## config.mk

```make
export PLATFORM = sky130hd
export DESIGN_NAME = axi_master_bridge
export DESIGN_NICKNAME = d
export VERILOG_FILES = /design/src/rtl/axi_master_bridge.sv
export SDC_FILE = /design/constraint.sdc
export NUM_CORES = 1
export LEC_CHECK = 0
export CELL_PAD_IN_SITES_DETAIL_PLACEMENT = 1
export CELL_PAD_IN_SITES_GLOBAL_PLACEMENT = 1
export CORE_AREA = 3 3 180 182
export CTS_CLUSTER_DIAMETER = 80
export DETAILED_ROUTE_END_ITERATION = 12
export DIE_AREA = 0 0 183 185
export PLACE_DENSITY = 0.76
export SKIP_CTS_REPAIR_TIMING = 1
export SLEW_MARGIN = 40
export SYNTH_ARGS = -nofsm -noshare
export SYNTH_HDL_FRONTEND = slang
export SYNTH_SLANG_ARGS = --single-unit
```

## constraint.sdc

```tcl
create_clock -name clock -period 3.4 [get_ports clock]
set_input_delay 0.51 -clock clock [delete_from_list [all_inputs] [get_ports clock]]
set_output_delay 0.51 -clock clock [all_outputs]
set_load 0.1 [all_outputs]
```

## src/rtl/axi_master_bridge.sv

```systemverilog
// axi_master_bridge: single-outstanding core request bus to AXI4 master bridge with INCR bursts up to 256x64b.
// Optional AXI_BRIDGE_RLAST_CHECK_EN ends reads on the beat counter and flags rlast mismatches in resp_err.
module axi_master_bridge #(
  parameter logic AXI_ID = 1'b0
) (
  input  logic        clock,
  input  logic        reset,
  input  logic        req_valid,
  output logic        req_ready,
  input  logic        req_is_write,
  input  logic [31:0] req_addr,
  input  logic [2:0]  req_size,
  input  logic [7:0]  req_len,
  input  logic        wd_valid,
  output logic        wd_ready,
  input  logic [63:0] wd_data,
  input  logic [7:0]  wd_strb,
  output logic        resp_valid,
  output logic [63:0] resp_data,
  output logic        resp_last,
  output logic        resp_err,
  input  logic        io_master_awready,
  output logic        io_master_awvalid,
  output logic [31:0] io_master_awaddr,
  output logic        io_master_awid,
  output logic [7:0]  io_master_awlen,
  output logic [2:0]  io_master_awsize,
  output logic [1:0]  io_master_awburst,
  output logic        io_master_awlock,
  output logic [3:0]  io_master_awcache,
  output logic [2:0]  io_master_awprot,
  output logic [3:0]  io_master_awqos,
  output logic        io_master_awuser,
  input  logic        io_master_wready,
  output logic        io_master_wvalid,
  output logic [63:0] io_master_wdata,
  output logic [7:0]  io_master_wstrb,
  output logic        io_master_wlast,
  output logic        io_master_bready,
  input  logic        io_master_bvalid,
  input  logic [1:0]  io_master_bresp,
  input  logic        io_master_bid,
  input  logic        io_master_buser,
  input  logic        io_master_arready,
  output logic        io_master_arvalid,
  output logic [31:0] io_master_araddr,
  output logic        io_master_arid,
  output logic [7:0]  io_master_arlen,
  output logic [2:0]  io_master_arsize,
  output logic [1:0]  io_master_arburst,
  output logic        io_master_arlock,
  output logic [3:0]  io_master_arcache,
  output logic [2:0]  io_master_arprot,
  output logic [3:0]  io_master_arqos,
  output logic        io_master_aruser,
  output logic        io_master_rready,
  input  logic        io_master_rvalid,
  input  logic [1:0]  io_master_rresp,
  input  logic [63:0] io_master_rdata,
  input  logic        io_master_rlast,
  input  logic        io_master_rid,
  input  logic        io_master_ruser
);
  typedef enum logic [2:0] {IDLE, RD_ADDR, RD_DATA, WR_ADDR, WR_DATA, WR_RESP} state_t;
  state_t      state_q, state_d;
  logic [31:0] addr_q, addr_d;
  logic [2:0]  size_q, size_d;
  logic [7:0]  len_q, len_d, cnt_q, cnt_d;
  logic        resp_valid_q, resp_valid_d, resp_last_q, resp_last_d, resp_err_q, resp_err_d;
  logic [63:0] resp_data_q, resp_data_d;
  logic        last_beat;
  logic        unused_inputs;
`ifdef AXI_BRIDGE_RLAST_CHECK_EN
  logic        early_q, early_d;
`endif
  assign last_beat = cnt_q == len_q;
  always_comb begin
    state_d      = state_q;
    addr_d       = addr_q;
    size_d       = size_q;
    len_d        = len_q;
    cnt_d        = cnt_q;
    resp_valid_d = 1'b0;
    resp_last_d  = resp_last_q;
    resp_err_d   = resp_err_q;
    resp_data_d  = resp_data_q;
`ifdef AXI_BRIDGE_RLAST_CHECK_EN
    early_d      = early_q;
`endif
    case (state_q)
      IDLE: if (req_valid && req_ready) begin
        addr_d  = req_addr;
        size_d  = req_size;
        len_d   = req_len;
        cnt_d   = 8'd0;
`ifdef AXI_BRIDGE_RLAST_CHECK_EN
        early_d = 1'b0;
`endif
        state_d = req_is_write ? WR_ADDR : RD_ADDR;
      end
      RD_ADDR: state_d = io_master_arready ? RD_DATA : RD_ADDR;
      RD_DATA: if (io_master_rvalid) begin
        resp_valid_d = 1'b1;
        resp_data_d  = io_master_rdata;
        cnt_d        = cnt_q + 8'd1;
`ifdef AXI_BRIDGE_RLAST_CHECK_EN
        resp_last_d  = last_beat;
        resp_err_d   = io_master_rresp[1] | (last_beat & (early_q | ~io_master_rlast));
        early_d      = early_q | (io_master_rlast & ~last_beat);
        state_d      = last_beat ? IDLE : RD_DATA;
`else
        resp_last_d  = io_master_rlast;
        resp_err_d   = io_master_rresp[1];
        state_d      = io_master_rlast ? IDLE : RD_DATA;
`endif
      end
      WR_ADDR: state_d = io_master_awready ? WR_DATA : WR_ADDR;
      WR_DATA: if (wd_valid && io_master_wready) begin
        cnt_d   = cnt_q + 8'd1;
        state_d = last_beat ? WR_RESP : WR_DATA;
      end
      WR_RESP: if (io_master_bvalid) begin
        resp_valid_d = 1'b1;
        resp_last_d  = 1'b1;
        resp_err_d   = io_master_bresp[1];
        resp_data_d  = 64'd0;
        state_d      = IDLE;
      end
      default: state_d = IDLE;
    endcase
  end
  always_ff @(posedge clock or posedge reset) begin
    if (reset) begin
      state_q      <= IDLE;
      addr_q       <= 32'd0;
      size_q       <= 3'd0;
      len_q        <= 8'd0;
      cnt_q        <= 8'd0;
      resp_valid_q <= 1'b0;
      resp_last_q  <= 1'b0;
      resp_err_q   <= 1'b0;
      resp_data_q  <= 64'd0;
    end else begin
      state_q      <= state_d;
      addr_q       <= addr_d;
      size_q       <= size_d;
      len_q        <= len_d;
      cnt_q        <= cnt_d;
      resp_valid_q <= resp_valid_d;
      resp_last_q  <= resp_last_d;
      resp_err_q   <= resp_err_d;
      resp_data_q  <= resp_data_d;
    end
  end
`ifdef AXI_BRIDGE_RLAST_CHECK_EN
  always_ff @(posedge clock or posedge reset) begin
    if (reset) early_q <= 1'b0;
    else early_q <= early_d;
  end
`endif
  // Holding off req_ready during the final pulse keeps responses of consecutive transactions apart.
  assign req_ready         = state_q == IDLE && !resp_valid_q;
  assign resp_valid        = resp_valid_q;
  assign resp_data         = resp_data_q;
  assign resp_last         = resp_last_q;
  assign resp_err          = resp_err_q;
  assign io_master_awvalid = state_q == WR_ADDR;
  assign io_master_awaddr  = addr_q;
  assign io_master_awid    = AXI_ID;
  assign io_master_awlen   = len_q;
  assign io_master_awsize  = size_q;
  assign io_master_awburst = 2'b01;
  assign io_master_awlock  = 1'b0;
  assign io_master_awcache = 4'd0;
  assign io_master_awprot  = 3'd0;
  assign io_master_awqos   = 4'd0;
  assign io_master_awuser  = 1'b0;
  assign io_master_wvalid  = state_q == WR_DATA && wd_valid;
  assign wd_ready          = state_q == WR_DATA && io_master_wready;
  assign io_master_wdata   = wd_data;
  assign io_master_wstrb   = wd_strb;
  assign io_master_wlast   = state_q == WR_DATA && last_beat;
  assign io_master_bready  = state_q == WR_RESP;
  assign io_master_arvalid = state_q == RD_ADDR;
  assign io_master_araddr  = addr_q;
  assign io_master_arid    = AXI_ID;
  assign io_master_arlen   = len_q;
  assign io_master_arsize  = size_q;
  assign io_master_arburst = 2'b01;
  assign io_master_arlock  = 1'b0;
  assign io_master_arcache = 4'd0;
  assign io_master_arprot  = 3'd0;
  assign io_master_arqos   = 4'd0;
  assign io_master_aruser  = 1'b0;
  assign io_master_rready  = state_q == RD_DATA;
  assign unused_inputs     = ^{io_master_bid, io_master_buser, io_master_rid, io_master_ruser,
                               io_master_bresp[0], io_master_rresp[0], io_master_rlast};
endmodule

```

Word level (Yosys, flattened, before mapping) --
Index checks and enable logic that the tools add are counted.
Operators by class: $add $sub $neg 1, equality and inequality tests 10, multiplexer cells 26, reduce and logical (&&, ||, !) cells 14
Operator list (count):
- 2-to-1 mux 64 bit | 2
- case mux 64 bit (2 select lines) | 1
- 2-to-1 mux 8 bit | 3
- case mux 8 bit (3 select lines) | 1
- case mux 3 bit (6 select lines) | 1
- 2-to-1 mux 3 bit | 5
- adder 8 x 1 -> 8 bit (second input constant) | 1
- equality test 8 bit | 1
- AND reduction 4 bit | 2
- 2-to-1 mux 1 bit | 7
- equality test 3 x 2 -> 1 bit (second input constant) | 2
- equality test 3 bit (second input constant) | 2
- logical AND 1 bit | 6
- 2-to-1 mux 2 bit | 3
- case mux 1 bit (2 select lines) | 3
- != test 2 x 1 -> 1 bit (second input constant) | 2
- != test 2 bit (second input constant) | 2
- equality test 3 x 1 -> 1 bit (second input constant) | 1
- zero test 3 bit | 1
- AND reduction 3 bit | 1
- nonzero test 3 bit | 1
- AND reduction 2 bit | 1
- nonzero test 2 bit | 1
- zero test 1 bit | 1
Word-level totals: register bits 121, bits of input ports 198, output and inout port bits 265, logic and storage cells 60

Logic depth before layout (Yosys ltp) --
Gate-level depths: netlist (run 1).
depth after elaboration 5, gate-level depth with buffers 10, gate-level depth less buffers 7

Worst setup path before layout (run 1) --
No wires, ideal clock.
path type register to register, start point register resp_valid_q (netlist: resp_valid), end point register len_q[1] (netlist: io_master_arlen[1]), setup time 120 ps, data arrival time 4852 ps, data required time 3280 ps, slack -1572 ps, stages on the path, launching flop included 6, path buffers 1, clock period less this slack 4972 ps, cells stage by stage dfrtp_1 nor4_1 nand2_1 clkbuf_1 nand2_1 nand2_1
On the way: word-level cells in the longest chain between the ends 4
RTL lines:
- start: declaration | line 69 | logic resp_valid_q, resp_valid_d, resp_last_q, resp_last_d, resp_err_q, resp_err_d;
- start signal: assignment | line 149 | resp_valid_q <= resp_valid_d;
- zero test 1 bit | line 162 | assign req_ready = state_q == IDLE && !resp_valid_q;
- logical AND 1 bit | line 162
- via req_ready | line 9 | output logic req_ready,
- logical AND 1 bit | line 91 | IDLE: if (req_valid && req_ready) begin
- AND reduction 2 bit (no source line)
- end signal: assignment | line 147 | len_q <= len_d;
- end: declaration | line 68 | logic [7:0] len_q, len_d, cnt_q, cnt_d;
The timed path passes the listed nets, and every way through them passes these cells. A chain may end at the register's enable or synchronous reset.

Worst setup path in the final report (run 1) --
start point register state_q[2], end point output io_master_wlast
On the way: word-level cells in the longest chain between the ends 2
RTL lines:
- start: declaration | line 65 | state_t state_q, state_d;
- start signal: assignment | line 144 | state_q <= state_d;
- equality test 3 bit | line 182 | assign io_master_wlast = state_q == WR_DATA && last_beat;
- logical AND 1 bit | line 182
- end: declaration | line 38 | output logic io_master_wlast,
No other way between the ends.

==> out/results.tsv, run 1 <==
stage	metric	value	unit
outcome	status	completed	
clock_tree	cts_tree	yes	
timing	slew_violations	0	
clock_tree	clock_path_buffers	2	
setup_path	ff2ff_path_depth	4	
route	wl	22580	um
die	dieArea	33860	um^2
run	max-cap-violations	0	
timing	hold_viol	0	
timing	finClkSkew	0.01090	ns
synth	seq_area_frac_synth	49.69	%
clock_tree	worstSkewPairLatency	0.42	ns
die	fp.dieH	185	um
synth	synth.distinct_cells	40	
cells_and_area	layout.cells.non_filler	1263	
grt	antenna_found_initial	1	
setup_path	critPathMaxFanout	11	
clock_tree	numClockSinks	121	
die	ioPinCount	463	
clock_tree	cts-root-buf	clkbuf_16	
timing	timing.fmax	309.4	MHz
setup_path	cp_data_required_time	2.89	ns
cells_and_area	drive_gt1_share	24.94	%
cells_and_area	regArea	3028	um^2
setup_path	cpMaxStageDelayCell	dfrtp_1	
timing	post-route-min-period	3.232	ns
clock_tree	path_clk_slew	0.06	ns
route	drc	0	
grt	grt_max_degree	65	
route	drt_iter0_drc	154	
die	row_count	64	
timing	rsz0062_at_grt	no	
placed_design	place.gp.congestion	0.7642	
grt	grt.overflow.total	0	
setup_path	start_kind	flip-flop	
setup_path	timing.rr.start	state_q[2]	
route	vias	5115	
grt	grt_use_total	13.01	%
clock_tree	cts_max_level	4	
cells_and_area	fin_nets	1052	
timing	slew_headroom	54.79	%
route	dr.pass1.iters	5	
setup_path	crit_type	reg2out	
timing	worst_pin_slew	0.6782	ns
placed_design	port_buffers	280	
route	wl_per_cell	17.88	um
setup_path	cp_num_cells	4	
synth	ys_warn_count	0	
setup_path	crit_path_end_kind	output pin	
cells_and_area	multi_input_area	1947	um^2
setup_path	path_cells	or3b_4, or4_4, nor4_4, buf_12	
setup_path	worstPathArrival	2.72	ns
die	initial_utilization	19.82	%
timing	setup_viol	0	
cells_and_area	areaGrowthSynthToFinish	36.35	%
synth	syn_avg_cell_area	8.805	um^2
setup_path	cp.buffers_inverters	1	
hold_path	hp-class	in2async	
timing	period_share	95.06	%
die	coreArea	30750	um^2
setup_path	critPathMaxStageDelay	0.57	ns
cells_and_area	fill_cells	3664	
route	ant_nets	0	
die	die_w	183	um
grt	grt_pass1_vias	5392	
synth	synth-seq-cells	121	
clock_tree	cts_buffers	17	
synth	syn-cell-area	6093	um^2
timing	timing.setup.tns	0	ns
route	drt-vias-per-instance	4.050	
placed_design	dp_cells	1229	
setup_path	cp-startpoint	state_q[2]	
placed_design	post-dp-hpwl	17080	um
setup_path	cp_top_family	simple AND/OR/NAND/NOR gates	
synth	synth_cells	692	
grt	grt_pass1_wl	32910	um
## final cells by class
class	instances	area share [%]
inverter	8	0.4066
multi-input combinational	412	23.43
clock buffer	24	5.919
timing repair buffer	293	26.69
sequential	121	36.45
tap	396	5.964
clock inverter	8	1.114
antenna	1	0.03012
## state kept, by name, summed over array words and instances (netlist names)
signal	count
cnt_q	8
io_master_araddr	32
io_master_arlen	8
io_master_arsize	3
resp_data	64
resp_err	1
resp_last	1
resp_valid	1
state_q	3
## cells by family (layout without fill, tap and decap cells)
kind of cell	after synthesis	after routing	synth area share, %
XOR/XNOR	8	8	1.150
buffers and inverters	189	333	20.88
adder cells (fa/ha/maj)	1	1	0.2053
multiplexers	2	2	0.3286
AND/OR/NAND/NOR	331	331	23.18
AO/OA/AOI/OAI	38	38	4.435
other	2	33	0.1232
flip-flops	121	121	49.69
## through the flow
| step | utilization, % | setup WS, ns | cell area, um^2 | hold WS (ns) |
|---|---|---|---|---|
| after floorplan | - | 0.1177 | 6230 | 0.5302 |
| after global placement | 27.34 | 0.6123 | 8406 | 0.4484 |
| after detailed placement | 25.04 | 0.5842 | 7701 | 0.4515 |
| after CTS | 26.95 | 0.1117 | 8285 | 0.4643 |
| after global routing | 27.02 | 0.05948 | 8308 | 0.3792 |
| final | 27.02 | 0.1681 | 8308 | 0.3763 |
## cell usage after synthesis (all sizes together)
cell type / n / area, um^2
mux2i: 2 / 20.02
or3b: 2 / 20.02
or4: 3 / 26.27
dfrtp: 121 / 3028
nor2b: 2 / 12.51
a21o: 2 / 15.01
inv: 8 / 30.03
nor4: 2 / 27.53
o311a: 1 / 10.01
ha: 1 / 12.51
nor4bb: 1 / 10.01
a31oi: 2 / 12.51
o31ai: 2 / 15.01
nor2: 7 / 26.28
and3b: 1 / 8.760
and4bb: 1 / 12.51
and2: 2 / 12.51
a21oi: 9 / 45.04
xnor2: 3 / 26.28
clkbuf: 21 / 78.83
o22ai: 1 / 6.260
xor2: 5 / 43.79
buf: 160 / 1164
nand2: 247 / 927.1
o21ai: 5 / 25.02
nand3: 55 / 275.3
conb: 2 / 7.510
a211o: 1 / 8.760
a221o: 1 / 10.01
a22o: 12 / 105.1
or3: 4 / 25.02
o32ai: 2 / 17.52
nand4: 1 / 6.260
nor3b: 3 / 22.52
## worst paths after layout
| check | end | slack [ns] |
|---|---|---|
| min in group clock | resp_data[53] | 0.46 |
| worst max-delay path | io_master_wlast | 0.17 |
| worst max register to register | state_q[0] | 1.10 |
| worst min-delay path | state_q[1] | 0.38 |
| worst min register to register | resp_data[53] | 0.46 |
| max in group asynchronous | resp_err | 2.29 |
## worst reg2reg max path: cells and delay by family (launching register included)
family | cells | cell delay (ns)
compound gates | 1 | 0.17
flops | 1 | 0.57
simple gates | 3 | 1.50
## placed cells by master (no fill, tap or decap), drive strengths merged, types with 2 or more instances in the layout
master / n
nor3b: 3
nand3: 55
a21oi: 9
clkinv: 5
or3b: 2
clkbuf: 24
conb: 32
bufinv: 2
or4: 3
nand2: 247
o31ai: 2
clkdlybuf4s50: 119
and2: 2
xor2: 5
a31oi: 2
or3: 4
nor2: 7
xnor2: 3
a21o: 2
nor2b: 2
nor4: 2
dfrtp: 121
a22o: 12
buf: 174
o21ai: 5
clkinvlp: 2
o32ai: 2
mux2i: 2
inv: 7
## per-layer routing
metal	routed length, um	share of wire (%)	vias to the layer above	global-route usage, %
met3	2228	9.9	22	5.479
met2	11110	49	302	22.54
met1	8535	38	2441	13.86
met5	0	0	-	0
met4	709	3.1	0	5.850
li1	-	-	2350	-
Power of run 1 is left out: the tool's default activity adds up to more than one toggle a clock period on the data nets, which glitch-free logic cannot reach.
==> run 2: changes to the inputs <==
CAP_MARGIN = 20   (was unset)
==> results of run 2 <==
Same layout as run 1: the final DEF is identical, and so are final timing and power.
Power of run 2 is left out for the same reason.
==> run 3: changes to the inputs <==
SLEW_MARGIN = 10   (was 40)
==> run 3 against run 2 <==
Compared with the run above: first-iteration DRC count down 5.2%; cell count unchanged; register-to-register slack better by 0.04 ns; utilization up 2.2 points; sequential cell count unchanged; die area unchanged; maximum frequency up 1.1%; setup slack better by 0.035 ns; global-route usage up 0.19 points; critical path depth unchanged; count of clock-buffer cells in the layout down 4.
==> out/results.tsv, run 3 (synthesized netlist as in run 1, its figures left out) <==
stage	metric	value	unit
timing	slew_violations	0	
timing	hold_viol	0	
placed_design	post-dp-hpwl	17350	um
placed_design	dp_cells	1229	
grt	antenna_found_initial	2	
grt	grt_use_met3	5.990	%
setup_path	crit_path_end_kind	output pin	
cells_and_area	fin_area	8997	um^2
route	drt_iter0_drc	146	
route	wl_per_cell	18.10	um
clock_tree	clock_path_buffers	2	
die	coreArea	30750	um^2
cells_and_area	final_common_cell	clkdlybuf4s50_1	
route	wl	22860	um
hold_path	min_from	resp_data[32]	
grt	grt_max_degree	65	
hold_path	whs_endpoint	resp_data[32]	
timing	post-route-min-period	3.197	ns
route	dr.pass1.iters	4	
setup_path	critPathMaxFanout	11	
die	row_count	64	
route	drt-vias-per-instance	4.061	
setup_path	worstPathArrival	2.69	ns
clock_tree	numClockSinks	121	
timing	period_share	94.03	%
cells_and_area	final_cell_mix	261 x clkdlybuf4s50_1, 246 x nand2_1, 121 x dfrtp_1, 55 x nand3_1, 32 x conb_1	
setup_path	timing.rr.start	state_q[2]	
cells_and_area	drive_gt1_share	8.661	%
die	ioPinCount	463	
grt	grt_pass1_vias	5321	
die	dieArea	33860	um^2
grt	grt_pass1_wl	33320	um
timing	worst_pin_slew	1.016	ns
placed_design	dpl_cell_area	8406	um^2
die	initial_utilization	19.82	%
clock_tree	cts_buffers	17	
setup_path	reg2reg_to	state_q[0]	
clock_tree	cts_tree	yes	
run	max-cap-violations	0	
placed_design	place.gp.congestion	0.7642	
timing	finClkSkew	0.008234	ns
placed_design	place_ws	0.5875	ns
timing	setup_slack	0.2030	ns
grt	grt_use_met2	22.81	%
cells_and_area	largest_reg_flops	64	
setup_path	crit_type	reg2out	
placed_design	port_buffers	280	
route	ant_nets	0	
grt	grt_use_met1	13.83	%
timing	timing.setup.tns	0	ns
clock_tree	worstSkewPairLatency	0.42	ns
cells_and_area	fin_nets	1052	
clock_tree	cts-root-buf	clkbuf_16	
clock_tree	path_clk_slew	0.06	ns
hold_path	holdPathStages	2	
die	die_w	183	um
setup_path	start_kind	flip-flop	
clock_tree	cts_max_level	4	
die	fp.dieH	185	um
cells_and_area	areaGrowthSynthToFinish	47.66	%
cells_and_area	layout.cells.non_filler	1263	
hold_path	hp-class	reg2reg	
setup_path	cp_data_required_time	2.89	ns
grt	grt_use_total	13.19	%
grt	busiest_layer	met2	
grt	grt.overflow.total	0	
timing	timing.fmax	312.8	MHz
outcome	status	completed	
timing	setup_viol	0	
setup_path	ff2ff_path_depth	4	
setup_path	r2r_slack	1.14	ns
timing	slew_headroom	32.07	%
timing	rsz0062_at_grt	no	
route	vias	5129	
route	drc	0	
==> run 3: worst max path at each step <==
stage / start / to / slack, ns
2_1_floorplan: io_master_arlen[7] / io_master_wlast / 0.12
3_3_place_gp: state_q[2] / io_master_wlast / 0.61
3_5_place_dp: state_q[2] / io_master_wlast / 0.59
4_1_cts: state_q[2] / io_master_wlast / 0.12
5_1_grt: state_q[2] / io_master_wlast / 0.07
6_report: state_q[2] / io_master_wlast / 0.20
==> run 3: through the flow <==
| step | utilization (%) | hold slack, ns |
|---|---|---|
| 6_report | 29.26 | 0.4633 |
| 2_1_floorplan | - | 0.5302 |
| 3_3_place_gp | 27.34 | 0.4484 |
| 5_1_grt | 29.26 | 0.4868 |
| 4_1_cts | 29.23 | 0.4687 |
| 3_5_place_dp | 27.34 | 0.4575 |
==> run 3: worst max-delay path: stages, from the launching register on <==
cell     delay [ns]
dfrtp_1        0.55
or3b_4         0.46
or4_4          0.55
nor4_4         0.47
buf_12         0.23
==> run 3: cell type report <==
class,count,area (um^2)
antenna,1,2.502
clock buffer,20,456.7
clock inverter,12,125.1
fill,3586,21750
inverter,8,33.78
multi-input combinational,412,1941
sequential,121,3028
tap,396,495.5
timing repair buffer,293,2915
==> run 3: routing by layer <==
metal / part of all wire, % / up-vias
met3: 11 / 27
met2: 49 / 292
met4: 3.3 / 2
li1: - / 2349
met1: 37 / 2459
met5: 0.031 / -
Power of run 3 is left out for the same reason.
